$ cat src/rtl/coherence_bus_ctrl_pkg.sv
// Shared types and constants for the two-core MSI bus coherence controller.
package coherence_bus_ctrl_pkg;

    localparam int NUM_CORES = 2;
    localparam int ADDR_W    = 13;
    localparam int DATA_W    = 16;

    // Fill source steered to a core's cache on a granted transfer.
    typedef enum logic [1:0] {
        SOURCE_DMEM       = 2'b00,
        SOURCE_OTHER_PROC = 2'b01
    } bus_src_t;

    // Bus ownership state.
    typedef enum logic [1:0] {
        IDLE      = 2'b00,
        PEER_XFER = 2'b01,
        MEM_XFER  = 2'b10
    } bus_state_t;

    // Per-line MSI state used by the cache controllers.
    typedef enum logic [1:0] {
        BLK_INVALID  = 2'b00,
        BLK_SHARED   = 2'b01,
        BLK_MODIFIED = 2'b10
    } blk_state_t;

    // Index of the other core.
    function automatic logic peer_of(input logic core);
        return ~core;
    endfunction

endpackage

$ cat src/rtl/coherence_bus_ctrl_rr_arbiter2.sv
// Two-input round-robin arbiter. On a tie the input that did not win last
// time is chosen; the history only advances when the caller commits a grant.
module rr_arbiter2 (
    input  logic       clk,
    input  logic       rst_n,
    input  logic [1:0] req_i,
    input  logic       upd_i,
    output logic       valid_o,
    output logic       win_o
);

    logic last_q;

    assign valid_o = |req_i;
    assign win_o   = (req_i == 2'b11) ? ~last_q : req_i[1];

    // Remember the last committed winner; core 1 at reset so core 0 wins the first tie.
    always_ff @(posedge clk or negedge rst_n) begin
        if (!rst_n) begin
            last_q <= 1'b1;
        end else if (upd_i && valid_o) begin
            last_q <= win_o;
        end
    end

endmodule

$ cat src/rtl/coherence_bus_ctrl.sv
// Shared-bus coherence controller for two MSI caches: arbitrates the bus,
// snoops the peer on read misses, steers the fill source and forwards
// invalidates to the other core.
module coherence_bus_ctrl
    import coherence_bus_ctrl_pkg::*;
#(
    parameter int MEM_TIMEOUT = 64,
    parameter int TO_W        = 7
) (
    input  logic             clk,
    input  logic             rst_n,
    input  logic [1:0]       read_miss,
    input  logic [1:0]       write_miss,
    input  logic [1:0]       invalidate,
    input  logic [1:0]       mem_req,
    input  logic [1:0][12:0] bico,
    input  logic [1:0]       cpu_search_found,
    input  logic [1:0][15:0] send_other_proc_data,
    input  logic             u_rdy,
    output logic [1:0]       grant,
    output logic [1:0]       cpu_search,
    output logic [1:0][12:0] boci,
    output logic [1:0][1:0]  cpu_datasel,
    output logic [1:0][15:0] other_proc_data,
    output logic [1:0]       invalidate_from_other_cpu,
    output logic             bus_err
);

    bus_state_t            state_q;
    logic                  win_q;
    logic                  rd_q;
    logic [TO_W-1:0]       cnt_q;
    logic [1:0]            grant_q;
    logic [1:0][1:0]       datasel_q;
    logic [1:0][15:0]      opd_q;
    logic [1:0]            inv_out_q;
    logic [1:0][12:0]      boci_q;
    logic                  bus_err_q;
    logic [1:0]            pend_q;
    logic [1:0][12:0]      pend_addr_q;

    logic [1:0]            pend_d;
    logic [1:0][12:0]      pend_addr_d;
    logic [1:0]            issue_d;
    logic [1:0][12:0]      issue_addr_d;

    logic                  arb_valid;
    logic                  arb_win;
    logic                  start;
    logic                  start_rd;
    logic                  peer_found;
    logic                  xfer_done;
    logic [1:0]            inv_to;
    logic [1:0][12:0]      addr_to;

    // Arbitration is only committed from IDLE.
    assign start = (state_q == IDLE) && arb_valid;

    rr_arbiter2 u_arb (
        .clk     (clk),
        .rst_n   (rst_n),
        .req_i   (read_miss | mem_req),
        .upd_i   (state_q == IDLE),
        .valid_o (arb_valid),
        .win_o   (arb_win)
    );

    assign start_rd   = start && read_miss[arb_win];
    assign peer_found = cpu_search_found[peer_of(arb_win)];

    // Anything addressed to core t originates at the other core.
    assign inv_to  = {invalidate[0] | write_miss[0], invalidate[1] | write_miss[1]};
    assign addr_to = {bico[0], bico[1]};

    // Snoop strobe and address: the snoop overrides the registered invalidate address.
    always_comb begin
        cpu_search = '0;
        if (start_rd) begin
            cpu_search[peer_of(arb_win)] = 1'b1;
        end
        for (int t = 0; t < NUM_CORES; t++) begin
            boci[t] = cpu_search[t] ? addr_to[t] : boci_q[t];
        end
    end

    // Invalidate routing: a snoop on the target core defers the invalidate one cycle.
    always_comb begin
        for (int t = 0; t < NUM_CORES; t++) begin
            issue_d[t]      = 1'b0;
            issue_addr_d[t] = addr_to[t];
            pend_d[t]       = 1'b0;
            pend_addr_d[t]  = pend_addr_q[t];
            if (cpu_search[t]) begin
                pend_d[t] = pend_q[t] | inv_to[t];
                if (inv_to[t]) begin
                    pend_addr_d[t] = addr_to[t];
                end
            end else if (pend_q[t]) begin
                issue_d[t]      = 1'b1;
                issue_addr_d[t] = pend_addr_q[t];
                pend_d[t]       = inv_to[t];
                if (inv_to[t]) begin
                    pend_addr_d[t] = addr_to[t];
                end
            end else if (inv_to[t]) begin
                issue_d[t] = 1'b1;
            end
        end
    end

    // Invalidate output and pending registers, independent of the bus FSM.
    always_ff @(posedge clk or negedge rst_n) begin
        if (!rst_n) begin
            inv_out_q   <= '0;
            boci_q      <= '0;
            pend_q      <= '0;
            pend_addr_q <= '0;
        end else begin
            inv_out_q   <= issue_d;
            pend_q      <= pend_d;
            pend_addr_q <= pend_addr_d;
            for (int t = 0; t < NUM_CORES; t++) begin
                if (issue_d[t]) begin
                    boci_q[t] <= issue_addr_d[t];
                end
            end
        end
    end

    // A read miss finishes on memory ready; an evict/refill when its level request drops.
    assign xfer_done = rd_q ? u_rdy : ~mem_req[win_q];

    // Bus ownership FSM with registered grant, fill source and peer data.
    always_ff @(posedge clk or negedge rst_n) begin
        if (!rst_n) begin
            state_q   <= IDLE;
            win_q     <= 1'b0;
            rd_q      <= 1'b0;
            cnt_q     <= '0;
            grant_q   <= '0;
            datasel_q <= {SOURCE_DMEM, SOURCE_DMEM};
            opd_q     <= '0;
            bus_err_q <= 1'b0;
        end else begin
            case (state_q)
                IDLE: begin
                    grant_q <= '0;
                    if (start) begin
                        win_q   <= arb_win;
                        cnt_q   <= '0;
                        grant_q <= 2'b01 << arb_win;
                        if (start_rd) begin
                            rd_q <= 1'b1;
                            if (peer_found) begin
                                datasel_q[arb_win] <= SOURCE_OTHER_PROC;
                                opd_q[arb_win]     <= send_other_proc_data[peer_of(arb_win)];
                                state_q            <= PEER_XFER;
                            end else begin
                                datasel_q[arb_win] <= SOURCE_DMEM;
                                state_q            <= MEM_XFER;
                            end
                        end else begin
                            rd_q               <= 1'b0;
                            datasel_q[arb_win] <= SOURCE_DMEM;
                            state_q            <= MEM_XFER;
                        end
                    end
                end
                PEER_XFER: begin
                    grant_q <= '0;
                    state_q <= IDLE;
                end
                MEM_XFER: begin
                    if (xfer_done) begin
                        grant_q <= '0;
                        state_q <= IDLE;
                    end else if (cnt_q == TO_W'(MEM_TIMEOUT - 1)) begin
                        grant_q   <= '0;
                        bus_err_q <= 1'b1;
                        state_q   <= IDLE;
                    end else if (cnt_q != '1) begin
                        cnt_q <= cnt_q + 1'b1;
                    end
                end
                default: begin
                    grant_q <= '0;
                    state_q <= IDLE;
                end
            endcase
        end
    end

    assign grant                     = grant_q;
    assign cpu_datasel               = datasel_q;
    assign other_proc_data           = opd_q;
    assign invalidate_from_other_cpu = inv_out_q;
    assign bus_err                   = bus_err_q;

endmodule
$ cat config.mk
export PLATFORM = sky130hd
export DESIGN_NAME = coherence_bus_ctrl
export DESIGN_NICKNAME = d
export VERILOG_FILES = /design/src/rtl/coherence_bus_ctrl_pkg.sv /design/src/rtl/coherence_bus_ctrl_rr_arbiter2.sv /design/src/rtl/coherence_bus_ctrl.sv
export SDC_FILE = /design/constraint.sdc
export NUM_CORES = 1
export LEC_CHECK = 0
export BUFFER_PORTS_ARGS = -buffer_cell sky130_fd_sc_hd__buf_4
export CORE_MARGIN = 4
export CORE_UTILIZATION = 28
export CTS_CLUSTER_SIZE = 20
export DETAILED_ROUTE_END_ITERATION = 6
export SLEW_MARGIN = 40
export SYNTH_ARGS = -nofsm -noshare
export SYNTH_HDL_FRONTEND = slang
export SYNTH_SLANG_ARGS = --single-unit
$ cat constraint.sdc
create_clock -name clk -period 2.35 [get_ports clk]
set_input_delay 0 -clock clk [delete_from_list [all_inputs] [get_ports clk]]
set_output_delay 0 -clock clk [all_outputs]
set_load 0.005 [all_outputs]
==> reports/qor.csv <==
metric;value;unit
Reg power frac;0.374;
Final Max Tran Viols;0;
sequential share of the synthesized area;0.516;
Rel. slew slack;0.559;
Routed Antenna Nets;0;
met1 wire length;5770;um
maximum fanout along the worst path;10;
post-synthesis mux area share;0.261;
EDFF count, synth;0;
Root Buffer;clkbuf_16;
metal3 WL;706;um
Final Cycle Share;0.916;
drt drc;0;
Synth Area in Adders;0.00434;
Commonest cells post-synth;dfrtp_1, mux2_2, nand2_1;
Yosys reg bits;107;
most area-consuming cells after synthesis;dfrtp_1, mux2_2, nand2_1;
io pins;140;
reg2reg end;other_proc_data[17];
post-synthesis net count;526;
Core ar.;0.0181;sq mm
clk sink count;107;
Die Wd;144;um
critical path class;flop to output port;
via count;4086;
aggregate global-route resource usage;0.135;
Reg2Reg Launch Point;state_q[1];
Post-Route WL;13500;um
Ys Warns;0;
global-route wire length before repair;22300;um
Final nets;691;
Static Leakage;0.00318;uW
CTS clk-pin slew, worst paths;70;ps
main combinational cell family by area after synthesis;multiplexers;
drt pass-1 iters;4;
Antenna Cells;0;
GPL Wtd Cong;0.784;
R2R Setup Slk;230;ps
die area;0.0208;sq mm
Max clock buf depth;2;
CTS Buf Count;9;
initial antenna violation count;0;
final non-filler cell total;853;
area share of the largest cell type after synthesis;0.511;
CP endpoint kind;output port;
CTS tree;built;
Mapped Area;0.00519;sq mm
# resized after CTS;0;
number of global-route vias before repair;4444;
Layout area overhead;36.6;%
most instantiated library cell after synthesis;dfrtp_1;
Die H;144;um
dpl cells;810;
ys flop type;dfrtp_1;
Sw Ratio;0.332;
WP data arrival;2150;ps
worst hold path startpoint;send_other_proc_data[13];
worst hold path endpoint;other_proc_data[29];
Comb pwr share;0.443;
final setup skew;6.55;ps
P_sw;2850;uW
syn_area_per_cell;11.4;sq um
Worst Path Required;2350;ps
drt via density;4.79;
Synth Area in XOR/XNOR;0;
met2 WL post-DR;6790;um
worst r2r path cells;4;
layout cells sized above 1;0.460;
dpl hpwl;9650;um
CP Launch Type;flop;
status;finished clean;
later-pin clock latency in the skew report;350;ps
DR top layer;met4;
starting density of the core;0.287;
Simple-Gate Fraction of Synth Area;0.0990;
Routed wire per std cell;15.9;um
Pwr Density;1210;mW/mm^2
total negative slack;0;ps
Synth area leader;dfrtp_1;
Tmin final;2150;ps
largest net degree at the start of global routing;64;
final setup fails;0;
RSZ-0062 raised after global routing;false;
max cap viols;0;
cell row count;49;
Clock power frac;0.183;
IO Port Bufs;139;
Hold Crit Class;input pin to flop;
Iteration-0 DRC Markers;209;
GR Overflow Total;0;
CTS H-tree lvls;3;
Synth Area in Compound Gates;0.0908;
Worst-Margin Slew;660;ps
Yosys cell types;43;
Power Internal;5740;uW
asr flop ratio synth;1.00;
Final Hold Viols;0;
peak supply drop;0.540;mV
WHS Path Cells;3;
Post-Synthesis Cells;454;
Peak Freq;464;MHz
[worst max-delay path by stage]
stage                      start                  end  slack, ps  cells after the start
detailed placement    state_q[1]   other_proc_data[1]        180                      4
floorplan           u_arb.last_q  other_proc_data[10]        540                      5
CTS                   state_q[1]             boci[17]        160                      5
global route          state_q[1]   other_proc_data[2]         10                      4
finish                state_q[1]             boci[17]        200                      5
global placement      state_q[1]   other_proc_data[8]        280                      4
[logic make-up after synthesis]
group,Yosys count
AND/OR/NAND/NOR,118
flip-flops,107
multiplexers,121
buffers and inverters,31
adder cells (fa/ha/maj),2
AO/OA/AOI/OAI,75
[registers in the layout (all words and copies together), names as in the netlist, named ones only]
register,count
other_proc_data,32
boci_q,26
pend_addr_q,26
cnt_q,7
cpu_datasel,2
grant,2
invalidate_from_other_cpu,2
pend_q,2
state_q,2
bus_err,1
rd_q,1
u_arb.last_q,1
win_q,1
[worst max-delay path, cell delays in order (launching register included)]
cell,delay (ps)
dfrtp_1,390
nor2_1,400
o211ai_4,300
inv_4,200
mux2_2,370
buf_4,140
[metal layers]
layer | up-vias | GRT usage
li1 | 1932 | -
met1 | 2034 | 0.166
met2 | 101 | 0.225
met3 | 19 | 0.0337
met4 | 0 | 0.0555
met5 | - | 0
[layout make-up]
type	count	area [sq um]
tap	229	287
multi-input combinational	316	2380
timing repair buffer	178	1420
inverter	7	28.8
fill	1731	11000
clock inverter	6	70.1
clock buffer	10	239
sequential	107	2680
[per-stage QoR]
step                hold WS, ps  area (sq um)  setup WS [ps]  utilization  power, uW
global route               17.3          7100           11.4        0.392       9220
global placement           28.9          6510            279        0.360       6910
finish                     23.6          7100            197        0.392       8590
CTS                        5.06          7100            157        0.392       8720
detailed placement         48.5          6520            183        0.360       7070
floorplan                  -296          5190            536            -       5320
[repair_timing]
action	CTS	global route
hold endpoints to repair	81	0
hold buffers	27	0
setup buffers	0	0
[cell usage in the layout, fill, tap and decap left out, drive strengths merged, types with 2 or more instances in the layout]
cell type	instances
a21boi	2
a21o	2
a21oi	26
a22o	2
and2	2
buf	151
clkbuf	10
clkinv	2
dfrtp	106
dlygate4sd3	27
inv	10
mux2	114
mux2i	7
nand2	65
nand3	4
nor2	23
nor3	15
o21a	2
o21ai	21
o22ai	14
or2	3
[power groups by stage]
stage | clock network [uW] | logic, uW | registers (uW)
floorplan | 0 | 2180 | 3140
finish | 1570 | 3800 | 3210
global placement | 0 | 3700 | 3210
global route | 1700 | 4180 | 3340
CTS | 1630 | 3870 | 3220
detailed placement | 0 | 3820 | 3250
Note: power is estimated with default switching activity, not from simulation.
